`src/rtl/tl_cmd_sequencer_pkg.sv`:
```
`default_nettype none
// ============================================================================
// Module   : tl_cmd_sequencer_pkg
// Brief    : TL-UL widths, opcodes and sequencer types shared by the command
//            sequencer and its FIFO.
// Revision : 1.0 - initial release
// ============================================================================
package tl_cmd_sequencer_pkg;

  localparam int TL_ADDR_BITS   = 32;
  localparam int TL_SIZE_BITS   = 2;
  localparam int TL_SOURCE_BITS = 4;
  localparam int TL_DATA_BYTES  = 4;
  localparam int TL_DATA_BITS   = TL_DATA_BYTES * 8;

  localparam logic [1:0] TL_OP_GET        = 2'd0;
  localparam logic [1:0] TL_OP_PUTFULL    = 2'd1;
  localparam logic [1:0] TL_OP_PUTPARTIAL = 2'd2;
  localparam logic [1:0] TL_OP_RSV        = 2'd3;

  typedef enum logic [1:0] {
    TL_SEQ_IDLE  = 2'd0,
    TL_SEQ_ISSUE = 2'd1,
    TL_SEQ_WAIT  = 2'd2,
    TL_SEQ_RESP  = 2'd3
  } tl_seq_state_e;

  typedef struct packed {
    logic [1:0]                op;
    logic [TL_ADDR_BITS-1:0]   addr;
    logic [TL_SIZE_BITS-1:0]   size;
    logic [TL_SOURCE_BITS-1:0] source;
    logic [TL_DATA_BITS-1:0]   data;
    logic [TL_DATA_BYTES-1:0]  mask;
  } tl_seq_cmd_t;

  localparam int TL_SEQ_CMD_BITS = $bits(tl_seq_cmd_t);

  function automatic logic tl_op_is_put(input logic [1:0] op);
    return (op == TL_OP_PUTFULL) || (op == TL_OP_PUTPARTIAL);
  endfunction

endpackage
`default_nettype wire

```
`src/rtl/tl_seq_fifo.sv`:
```
`default_nettype none
// ============================================================================
// Module   : tl_seq_fifo
// Brief    : Synchronous show-ahead FIFO holding queued sequencer commands.
// Revision : 1.0 - initial release
// ============================================================================
module tl_seq_fifo #(
  parameter int WIDTH = 8,
  parameter int DEPTH = 4
) (
  input  logic                     clk,
  input  logic                     rst_n,
  input  logic                     push,
  input  logic                     pop,
  input  logic [WIDTH-1:0]         din,
  output logic [WIDTH-1:0]         dout,
  output logic                     full,
  output logic                     empty,
  output logic [$clog2(DEPTH):0]   count
);

  localparam int PTR_W = $clog2(DEPTH);
  localparam int CNT_W = PTR_W + 1;

  logic [WIDTH-1:0] mem [DEPTH];
  logic [PTR_W-1:0] wr_ptr;
  logic [PTR_W-1:0] rd_ptr;
  logic             do_push;
  logic             do_pop;

  assign do_push = push && !full;
  assign do_pop  = pop && !empty;
  assign full    = (count == CNT_W'(DEPTH));
  assign empty   = (count == '0);
  assign dout    = mem[rd_ptr];

  // Storage needs no reset; only the pointers define valid contents.
  always_ff @(posedge clk) begin
    if (do_push) begin
      mem[wr_ptr] <= din;
    end
  end

  always_ff @(posedge clk or negedge rst_n) begin
    if (!rst_n) begin
      wr_ptr <= '0;
      rd_ptr <= '0;
      count  <= '0;
    end else begin
      if (do_push) begin
        wr_ptr <= wr_ptr + PTR_W'(1);
      end
      if (do_pop) begin
        rd_ptr <= rd_ptr + PTR_W'(1);
      end
      case ({do_push, do_pop})
        2'b10:   count <= count + CNT_W'(1);
        2'b01:   count <= count - CNT_W'(1);
        default: count <= count;
      endcase
    end
  end

endmodule
`default_nettype wire

```
`src/rtl/tl_cmd_sequencer.sv`:
```
`default_nettype none
// ============================================================================
// Module   : tl_cmd_sequencer
// Brief    : Queues TL-UL commands and runs them one at a time through the L1
//            adapter. Optional WAIT watchdog enabled by TL_SEQ_TIMEOUT_EN.
// Revision : 1.0 - initial release
// ============================================================================
module tl_cmd_sequencer
  import tl_cmd_sequencer_pkg::*;
#(
  parameter int DEPTH          = 4,
  parameter int TIMEOUT_CYCLES = 256
) (
  input  logic                      clk,
  input  logic                      rst_n,
  input  logic                      cmd_valid,
  output logic                      cmd_ready,
  input  logic [1:0]                cmd_type,
  input  logic [TL_ADDR_BITS-1:0]   cmd_addr,
  input  logic [TL_SIZE_BITS-1:0]   cmd_size,
  input  logic [TL_SOURCE_BITS-1:0] cmd_source,
  input  logic [TL_DATA_BITS-1:0]   cmd_data,
  input  logic [TL_DATA_BYTES-1:0]  cmd_mask,
  output logic                      start_transaction,
  output logic [1:0]                transaction_type,
  output logic [TL_ADDR_BITS-1:0]   address,
  output logic [TL_SIZE_BITS-1:0]   size,
  output logic [TL_SOURCE_BITS-1:0] source,
  output logic [TL_DATA_BITS-1:0]   write_data,
  output logic [TL_DATA_BYTES-1:0]  write_mask,
  input  logic                      transaction_done,
  input  logic [TL_DATA_BITS-1:0]   read_data,
  output logic                      rsp_valid,
  input  logic                      rsp_ready,
  output logic [1:0]                rsp_type,
  output logic [TL_SOURCE_BITS-1:0] rsp_source,
  output logic [TL_DATA_BITS-1:0]   rsp_data,
  output logic                      rsp_error,
  output logic                      busy,
  output logic [$clog2(DEPTH):0]    fifo_count
);

  tl_seq_cmd_t                cmd_in;
  tl_seq_cmd_t                head;
  logic [TL_SEQ_CMD_BITS-1:0] fifo_dout;
  logic                       fifo_full;
  logic                       fifo_empty;
  logic                       fifo_pop;
  tl_seq_state_e              state;

`ifdef TL_SEQ_TIMEOUT_EN
  localparam int TMO_W = (TIMEOUT_CYCLES > 2) ? $clog2(TIMEOUT_CYCLES) : 1;
  logic [TMO_W-1:0] wait_timer;
`else
  logic [31:0] unused_timeout_cfg;
  assign unused_timeout_cfg = 32'(TIMEOUT_CYCLES);
`endif

  assign cmd_in    = {cmd_type, cmd_addr, cmd_size, cmd_source, cmd_data, cmd_mask};
  assign head      = fifo_dout;
  assign cmd_ready = !fifo_full;
  assign fifo_pop  = (state == TL_SEQ_IDLE) && !fifo_empty;
  assign busy      = (state != TL_SEQ_IDLE) || !fifo_empty;

  tl_seq_fifo #(
    .WIDTH (TL_SEQ_CMD_BITS),
    .DEPTH (DEPTH)
  ) u_fifo (
    .clk   (clk),
    .rst_n (rst_n),
    .push  (cmd_valid && !fifo_full),
    .pop   (fifo_pop),
    .din   (cmd_in),
    .dout  (fifo_dout),
    .full  (fifo_full),
    .empty (fifo_empty),
    .count (fifo_count)
  );

  always_ff @(posedge clk or negedge rst_n) begin
    if (!rst_n) begin
      state             <= TL_SEQ_IDLE;
      start_transaction <= 1'b0;
      transaction_type  <= '0;
      address           <= '0;
      size              <= '0;
      source            <= '0;
      write_data        <= '0;
      write_mask        <= '0;
      rsp_valid         <= 1'b0;
      rsp_type          <= '0;
      rsp_source        <= '0;
      rsp_data          <= '0;
      rsp_error         <= 1'b0;
`ifdef TL_SEQ_TIMEOUT_EN
      wait_timer        <= '0;
`endif
    end else begin
      start_transaction <= 1'b0;
      case (state)
        TL_SEQ_IDLE: begin
          if (!fifo_empty) begin
            transaction_type <= head.op;
            address          <= head.addr;
            size             <= head.size;
            source           <= head.source;
            write_data       <= head.data;
            write_mask       <= head.mask;
            rsp_type         <= head.op;
            rsp_source       <= head.source;
            rsp_data         <= '0;
            // Reserved opcodes never reach the adapter.
            if (head.op == TL_OP_RSV) begin
              rsp_error <= 1'b1;
              rsp_valid <= 1'b1;
              state     <= TL_SEQ_RESP;
            end else begin
              rsp_error         <= 1'b0;
              start_transaction <= 1'b1;
              state             <= TL_SEQ_ISSUE;
            end
          end
        end
        TL_SEQ_ISSUE: begin
`ifdef TL_SEQ_TIMEOUT_EN
          wait_timer <= '0;
`endif
          state <= TL_SEQ_WAIT;
        end
        TL_SEQ_WAIT: begin
          if (transaction_done) begin
            rsp_data  <= tl_op_is_put(transaction_type) ? '0 : read_data;
            rsp_valid <= 1'b1;
            state     <= TL_SEQ_RESP;
          end
`ifdef TL_SEQ_TIMEOUT_EN
          else if (wait_timer == TMO_W'(TIMEOUT_CYCLES - 1)) begin
            rsp_data  <= '0;
            rsp_error <= 1'b1;
            rsp_valid <= 1'b1;
            state     <= TL_SEQ_RESP;
          end else begin
            wait_timer <= wait_timer + TMO_W'(1);
          end
`endif
        end
        TL_SEQ_RESP: begin
          if (rsp_ready) begin
            rsp_valid <= 1'b0;
            state     <= TL_SEQ_IDLE;
          end
        end
        default: state <= TL_SEQ_IDLE;
      endcase
    end
  end

endmodule
`default_nettype wire

```
`config.mk`:
```
export PLATFORM = sky130hd
export DESIGN_NAME = tl_cmd_sequencer
export DESIGN_NICKNAME = d
export VERILOG_FILES = /design/src/rtl/tl_cmd_sequencer_pkg.sv /design/src/rtl/tl_seq_fifo.sv /design/src/rtl/tl_cmd_sequencer.sv
export SDC_FILE = /design/constraint.sdc
export NUM_CORES = 1
export LEC_CHECK = 0
export ABC_CLOCK_PERIOD_IN_PS = 4800
export CORE_MARGIN = 2
export CORE_UTILIZATION = 30
export CTS_BUF_LIST = sky130_fd_sc_hd__clkbuf_4 sky130_fd_sc_hd__clkbuf_8
export CTS_CLUSTER_DIAMETER = 30
export DETAILED_ROUTE_END_ITERATION = 10
export SETUP_SLACK_MARGIN = 0.3
export SKIP_CTS_REPAIR_TIMING = 1
export SLEW_MARGIN = 10
export SYNTH_ARGS = -nofsm -noshare
export SYNTH_HDL_FRONTEND = slang
export SYNTH_HIERARCHICAL = 1
export SYNTH_SLANG_ARGS = --single-unit
```
`constraint.sdc`:
```
create_clock -name clk -period 4.8 [get_ports clk]
set_clock_uncertainty 0.2 [all_clocks]
set_input_delay 0.48 -clock clk [delete_from_list [all_inputs] [get_ports clk]]
set_output_delay 0.48 -clock clk [all_outputs]
set_load 0.03 [all_outputs]
```
Yosys cells after proc, flatten, opt, wreduce, memory -nomap -nowiden:

Memories as Yosys holds them, arrays and structs flattened.
Cells that the tools add are included.

* bits in registers: 120
* latch bits: 0
* RAM bits: 304
* memory bits (read-only): 0
* input bits: 113
* output and inout port bits: 122
* word-level logic and storage cells: 72
* memories: 1

* add/subtract/negate cells: 4
* multipliers: 0
* div/mod/pow operators: 0
* order comparisons: 0
* equality and inequality tests: 13
* shift-type cells: 0
* multiplexer cells: 21
* bitwise logic cells: 1
* reduce and logical (&&, ||, !) cells: 18

Memories
* u_fifo.mem: depth 4, width 76, read ports 1, clocked after Yosys merged registers in 0, write ports 1, line tl_seq_fifo.sv:25 `logic [WIDTH-1:0] mem [DEPTH];`

Operator list (number)
* 32-bit two-way mux: 3
* 32-bit one-hot mux with 2 select lines: 1
* 2-bit equality test (second input constant): 5
* 1-bit two-way mux: 10
* 2-bit two-way mux: 4
* 2-bit one-hot mux with 4 select lines: 1
* 2-bit by 1-bit equality test with 1-bit output (second input constant): 3
* 2-bit inequality test (second input constant): 3
* 3-bit one-hot mux with 2 select lines: 1
* 3-bit AND reduction: 2
* 2-bit nonzero test: 3
* 5-bit AND reduction: 1
* 2-bit by 1-bit adder with 2-bit output (second input constant): 2
* 1-bit logical AND: 4
* 3-bit by 1-bit adder with 3-bit output (second input constant): 1
* 3-bit equality test (second input constant): 1
* 3-bit logical NOT: 1
* 1-bit one-hot mux with 3 select lines: 1
* 3-bit nonzero test: 1
* 3-bit by 1-bit subtractor with 3-bit output (second input constant): 1
* 1-bit logical NOT: 2
* 2-bit logical NOT: 1
* 1-bit logical OR: 2
* 2-bit by 1-bit inequality test with 1-bit output (second input constant): 1
* other kinds (2): 2

Logic depth before layout (Yosys ltp):

* depth after elaboration: 6
* gate-level depth with buffers: 13
* gate-level depth less buffers: 11

Cells and area by module:

The synthesis kept the hierarchy.

Modules (own cells, without submodules)
* tl_seq_fifo: instances 1, cells an instance 435, area each 11394.7 sq um, sequential area each 9303.9 sq um
* tl_cmd_sequencer: instances 1, cells an instance 432, area each 4436.8 sq um, sequential area each 2827.7 sq um

Worst setup path before layout:

No wires, ideal clock.

* path kind: reg2reg
* from: reg u_fifo.count[2]
* to: mem u_fifo/mem[0][0] (netlist name) (enable)
* setup time: 0.443 ns
* arrival: 2.985 ns
* data required time: 4.157 ns
* setup slack: 1.172 ns
* cell stages (with the launch flop): 5
* buffers on the path: 0
* period minus slack after synthesis: 3.628 ns
* cells stage by stage: dfrtp_1 -> nor3b_1 -> nor2b_1 -> nor2b_1 -> and2_1

* cells in the longest elaborated chain, start to end: 6

RTL lines
* start: declaration: line tl_seq_fifo.sv:19 `output logic [$clog2(DEPTH):0] count`
* start signal: assignment: line tl_seq_fifo.sv:57 `2'b10: count <= count + CNT_W'(1);`
* start signal: assignment: line tl_seq_fifo.sv:58 `2'b01: count <= count - CNT_W'(1);`
* start signal: assignment: line tl_seq_fifo.sv:59 `default: count <= count;`
* 3-bit equality test *: line tl_seq_fifo.sv:33 `assign full = (count == CNT_W'(DEPTH));`
* via fifo_full: line tl_cmd_sequencer.sv:46 `logic fifo_full;`
* 1-bit logical NOT *: line tl_seq_fifo.sv:31, tl_cmd_sequencer.sv:71
* 1-bit logical AND: line tl_cmd_sequencer.sv:71 `.push (cmd_valid && !fifo_full),`
* 1-bit logical AND *: line tl_seq_fifo.sv:31 `assign do_push = push && !full;`
* 1-bit two-way mux *: line tl_seq_fifo.sv:39 `if (do_push) begin`
* 1-bit two-way mux (implied by the code) *: line tl_seq_fifo.sv:40 `mem[wr_ptr] <= din;`
* end: declaration: line tl_seq_fifo.sv:25

Mark *: on every way through the listed nets, which the timed path passes. The rest lies on a longest branch.

Worst setup path in the final report:

* from: reg state[1]
* to: out busy

* cells in the longest elaborated chain, start to end: 2

RTL lines
* start: declaration: line tl_cmd_sequencer.sv:49 `tl_seq_state_e state;`
* start signal: assignment: line tl_cmd_sequencer.sv:82 `state <= TL_SEQ_IDLE;`
* start signal: assignment: line tl_cmd_sequencer.sv:116 `state <= TL_SEQ_RESP;`
* start signal: assignment: line tl_cmd_sequencer.sv:120 `state <= TL_SEQ_ISSUE;`
* 2-bit nonzero test: line tl_cmd_sequencer.sv:63 `assign busy = (state != TL_SEQ_IDLE) || !fifo_empty;`
* 1-bit logical OR: line tl_cmd_sequencer.sv:63
* end: declaration: line tl_cmd_sequencer.sv:39 `output logic busy,`

Every way passes these cells.

==> impl_metrics.env <==
export IMPL_grt_max_degree=86
export IMPL_gr_total_overflow=0
export IMPL_track_usage_pct=13.5
export IMPL_final_common_cell="edfxtp_1"
export IMPL_power_density_nw_per_um2=710
export IMPL_portBuffers=234
export IMPL_coreArea_sq_um=52300
export IMPL_drv_slew=0
export IMPL_clkTransAtPathRegs_ns=0.06
export IMPL_power_switching_w=0.00513
export IMPL_netlist_top_cells_area="edfxtp_1 58%, dfrtp_1 19%, mux4_2 11%, nand2_1 5.5%, a22o_1 1.8%"
export IMPL_setup_violations=0
export IMPL_worst_slack_ns=1.78
export IMPL_avgSynthCellArea_sq_um=18.3
export IMPL_grt_pass1_wl_um=54800
export IMPL_peakVddDrop_mv=0.251
export IMPL_path_delay_family="buffers and inverters"
export IMPL_rsz0062_at_grt="no"
export IMPL_crit_buf_inv=2
export IMPL_power_switching_share_pct=34.5
export IMPL_htreeDepth=3
export IMPL_seq_power_share_pct=37.8
export IMPL_worst_setup_path_start_kind="register"
export IMPL_internal_power_w=0.00975
export IMPL_yosys_area_top_type_share_pct=57.7
export IMPL_avgRoutedWirePerCell_um=18.7
export IMPL_maxSlewHeadroom_pct=34.0
export IMPL_drt_pass1_iterations=4
export IMPL_finalCritPeriodShare_pct=62.8
export IMPL_nets=1287
export IMPL_drcViolationCount=0
export IMPL_hold_viol=0
export IMPL_clkLatencyLatePin_ns=0.66
export IMPL_endpoint_kind="primary output"
export IMPL_max_freq_mhz=332
export IMPL_slowest_delay_ns=0.64
export IMPL_required_ns=4.12
export IMPL_die_area_sq_um=54600
export IMPL_syn_area_sq_um=15800
export IMPL_cts_buffers=95
export IMPL_rows=84
export IMPL_combPwrFrac_pct=33.0
export IMPL_synth_seq_area_share_pct=76.6
export IMPL_p_clk_share_pct=29.2
export IMPL_synth_async_reset_ratio_pct=28.3
export IMPL_hold_path_class="in2reg"
export IMPL_ys_flop_type="edfxtp_1"
export IMPL_final_cell_mix="304 x edfxtp_1, 233 x clkdlybuf4s50_1, 231 x nand2_1"
export IMPL_dp_slack_ns=1.58
export IMPL_maxCapViolations=0
export IMPL_die_h_um=234
export IMPL_ant_nets=0
export IMPL_worst_slew_pin_slew_ns=0.990
export IMPL_clockRootBuffer="clkbuf_8"
export IMPL_min_period_ns=3.02
export IMPL_critPathKind="reg2out"
export IMPL_slowest_stage="clkdlybuf4s50_1"
export IMPL_cp_data_arrival_time_ns=2.34
export IMPL_synth_seq_cells=424
export IMPL_synth_cell_types=37
export IMPL_p_leak_nw=7.82
export IMPL_tns_ns=0
export IMPL_postSynthCellCount=867
export IMPL_via_count=8594
export IMPL_clkSinkCount=424
export IMPL_syn_nets=991
export IMPL_synth_top_cell_by_area="edfxtp_1"
export IMPL_worst_path_max_fanout=4
export IMPL_status="finished clean"
export IMPL_fp_dieW_um=234
export IMPL_tritoncts="done"
export IMPL_post_dp_hpwl_um=21300
export IMPL_viasPerCell=4.44
export IMPL_initial_utilization_pct=30.2
export IMPL_gp_congestion=0.699
export IMPL_areaGrowthSynthToFinish_pct=32.5
export IMPL_first_iter_violations=544
export IMPL_drive_above_1_share_pct=22.0
export IMPL_routed_wl_um=36200
export IMPL_antenna_found_initial=3
export IMPL_clock_path_buffers=3
export IMPL_ios=235
export IMPL_yosysWarnings=6
export IMPL_synth_edf_count=304
export IMPL_num_antenna_cells=0
export IMPL_grt_pass1_vias=9342
export IMPL_holdWs_ns=0.231
export IMPL_path_cells="inv_1 > ha_1 > nand2_2 > clkdlybuf4s50_1"
-- flip-flops by register name (all words and copies together) (netlist names) --
signal	cells
rsp_valid	1
state	2
rsp_error	1
rsp_source	4
write_data	32
u_fifo/rd_ptr	2
address	32
u_fifo/wr_ptr	2
write_mask	4
size	2
start_transaction	1
u_fifo/count	3
rsp_data	32
rsp_type	2
u_fifo/mem	304
-- power by group through the flow --
stage	Sequential [W]	Combinational (W)	Clock, W
2_1_floorplan	0.00637	0.00253	0
3_3_place_gp	0.00568	0.00498	0
3_5_place_dp	0.00573	0.00500	0
4_1_cts	0.00567	0.00503	0.00448
5_1_grt	0.00577	0.00533	0.00466
6_report	0.00563	0.00491	0.00434
-- path summary, 6_finish.rpt --
kind | from | to | slack (ns) | cells after the start
max | state[1] | busy | 1.78 | 4
min | read_data[23] | rsp_data[23] | 0.23 | 2
max reg2reg | u_fifo/count[2] | u_fifo/mem[0][60] | 1.97 | 5
min reg2reg | address[25] | address[25] | 0.27 | 2
max in group asynchronous | rst_n | rsp_data[20] | 2.98 | 3
min in group asynchronous | rst_n | write_data[13] | 0.30 | 2
-- metal layers --
layer  vias up  share of wire, %  track usage, %
met4         6               1.8            5.30
met3        58               7.1            3.93
met1      4388                45            17.8
met5         -              0.11               0
li1       3874                 -               -
met2       268                46            20.9
-- synthesized netlist by cell type, types with 2 or more instances --
| cell type | number |
|---|---|
| edfxtp_1 | 304 |
| nand2_1 | 231 |
| dfrtp_1 | 120 |
| mux4_2 | 76 |
| a22o_1 | 32 |
| buf_6 | 13 |
| buf_2 | 12 |
| buf_4 | 10 |
| ha_1 | 10 |
| inv_1 | 10 |
| clkbuf_1 | 7 |
| and2_1 | 4 |
| xor2_1 | 4 |
| a21oi_1 | 3 |
| nor2b_1 | 3 |
| xnor2_1 | 3 |
| buf_1 | 2 |
| buf_12 | 2 |
| nand2b_1 | 2 |
| nor3_1 | 2 |
-- cells by family after synthesis --
| kind of cell | share of synthesized area (%) |
|---|---|
| fa+ha+maj | 0.917 |
| flops | 76.6 |
| mux | 11.0 |
| xor+xnor | 0.387 |
| compound gates | 2.30 |
| simple gates | 6.14 |
| buf+inv | 2.61 |
-- cell type report --
| type | instances | area (sq um) |
|---|---|---|
| clock inverter | 61 | 608 |
| fill | 4804 | 31400 |
| clock buffer | 119 | 1530 |
| sequential | 424 | 12100 |
| inverter | 11 | 42.5 |
| timing repair buffer | 246 | 2490 |
| multi-input combinational | 385 | 3300 |
| tap | 688 | 861 |
-- through the flow --
step / utilization (%) / cell area (sq um) / cells / total power, W
2_1_floorplan: - / 15800 / 867 / 0.00890
3_5_place_dp: 36.0 / 18800 / 1753 / 0.0107
4_1_cts: 40.1 / 21000 / 1933 / 0.0152
3_3_place_gp: 36.0 / 18800 / 1753 / 0.0107
5_1_grt: 40.1 / 21000 / 1934 / 0.0158
6_report: 40.1 / 21000 / 1934 / 0.0149
Power figures use the tool's default switching activity.
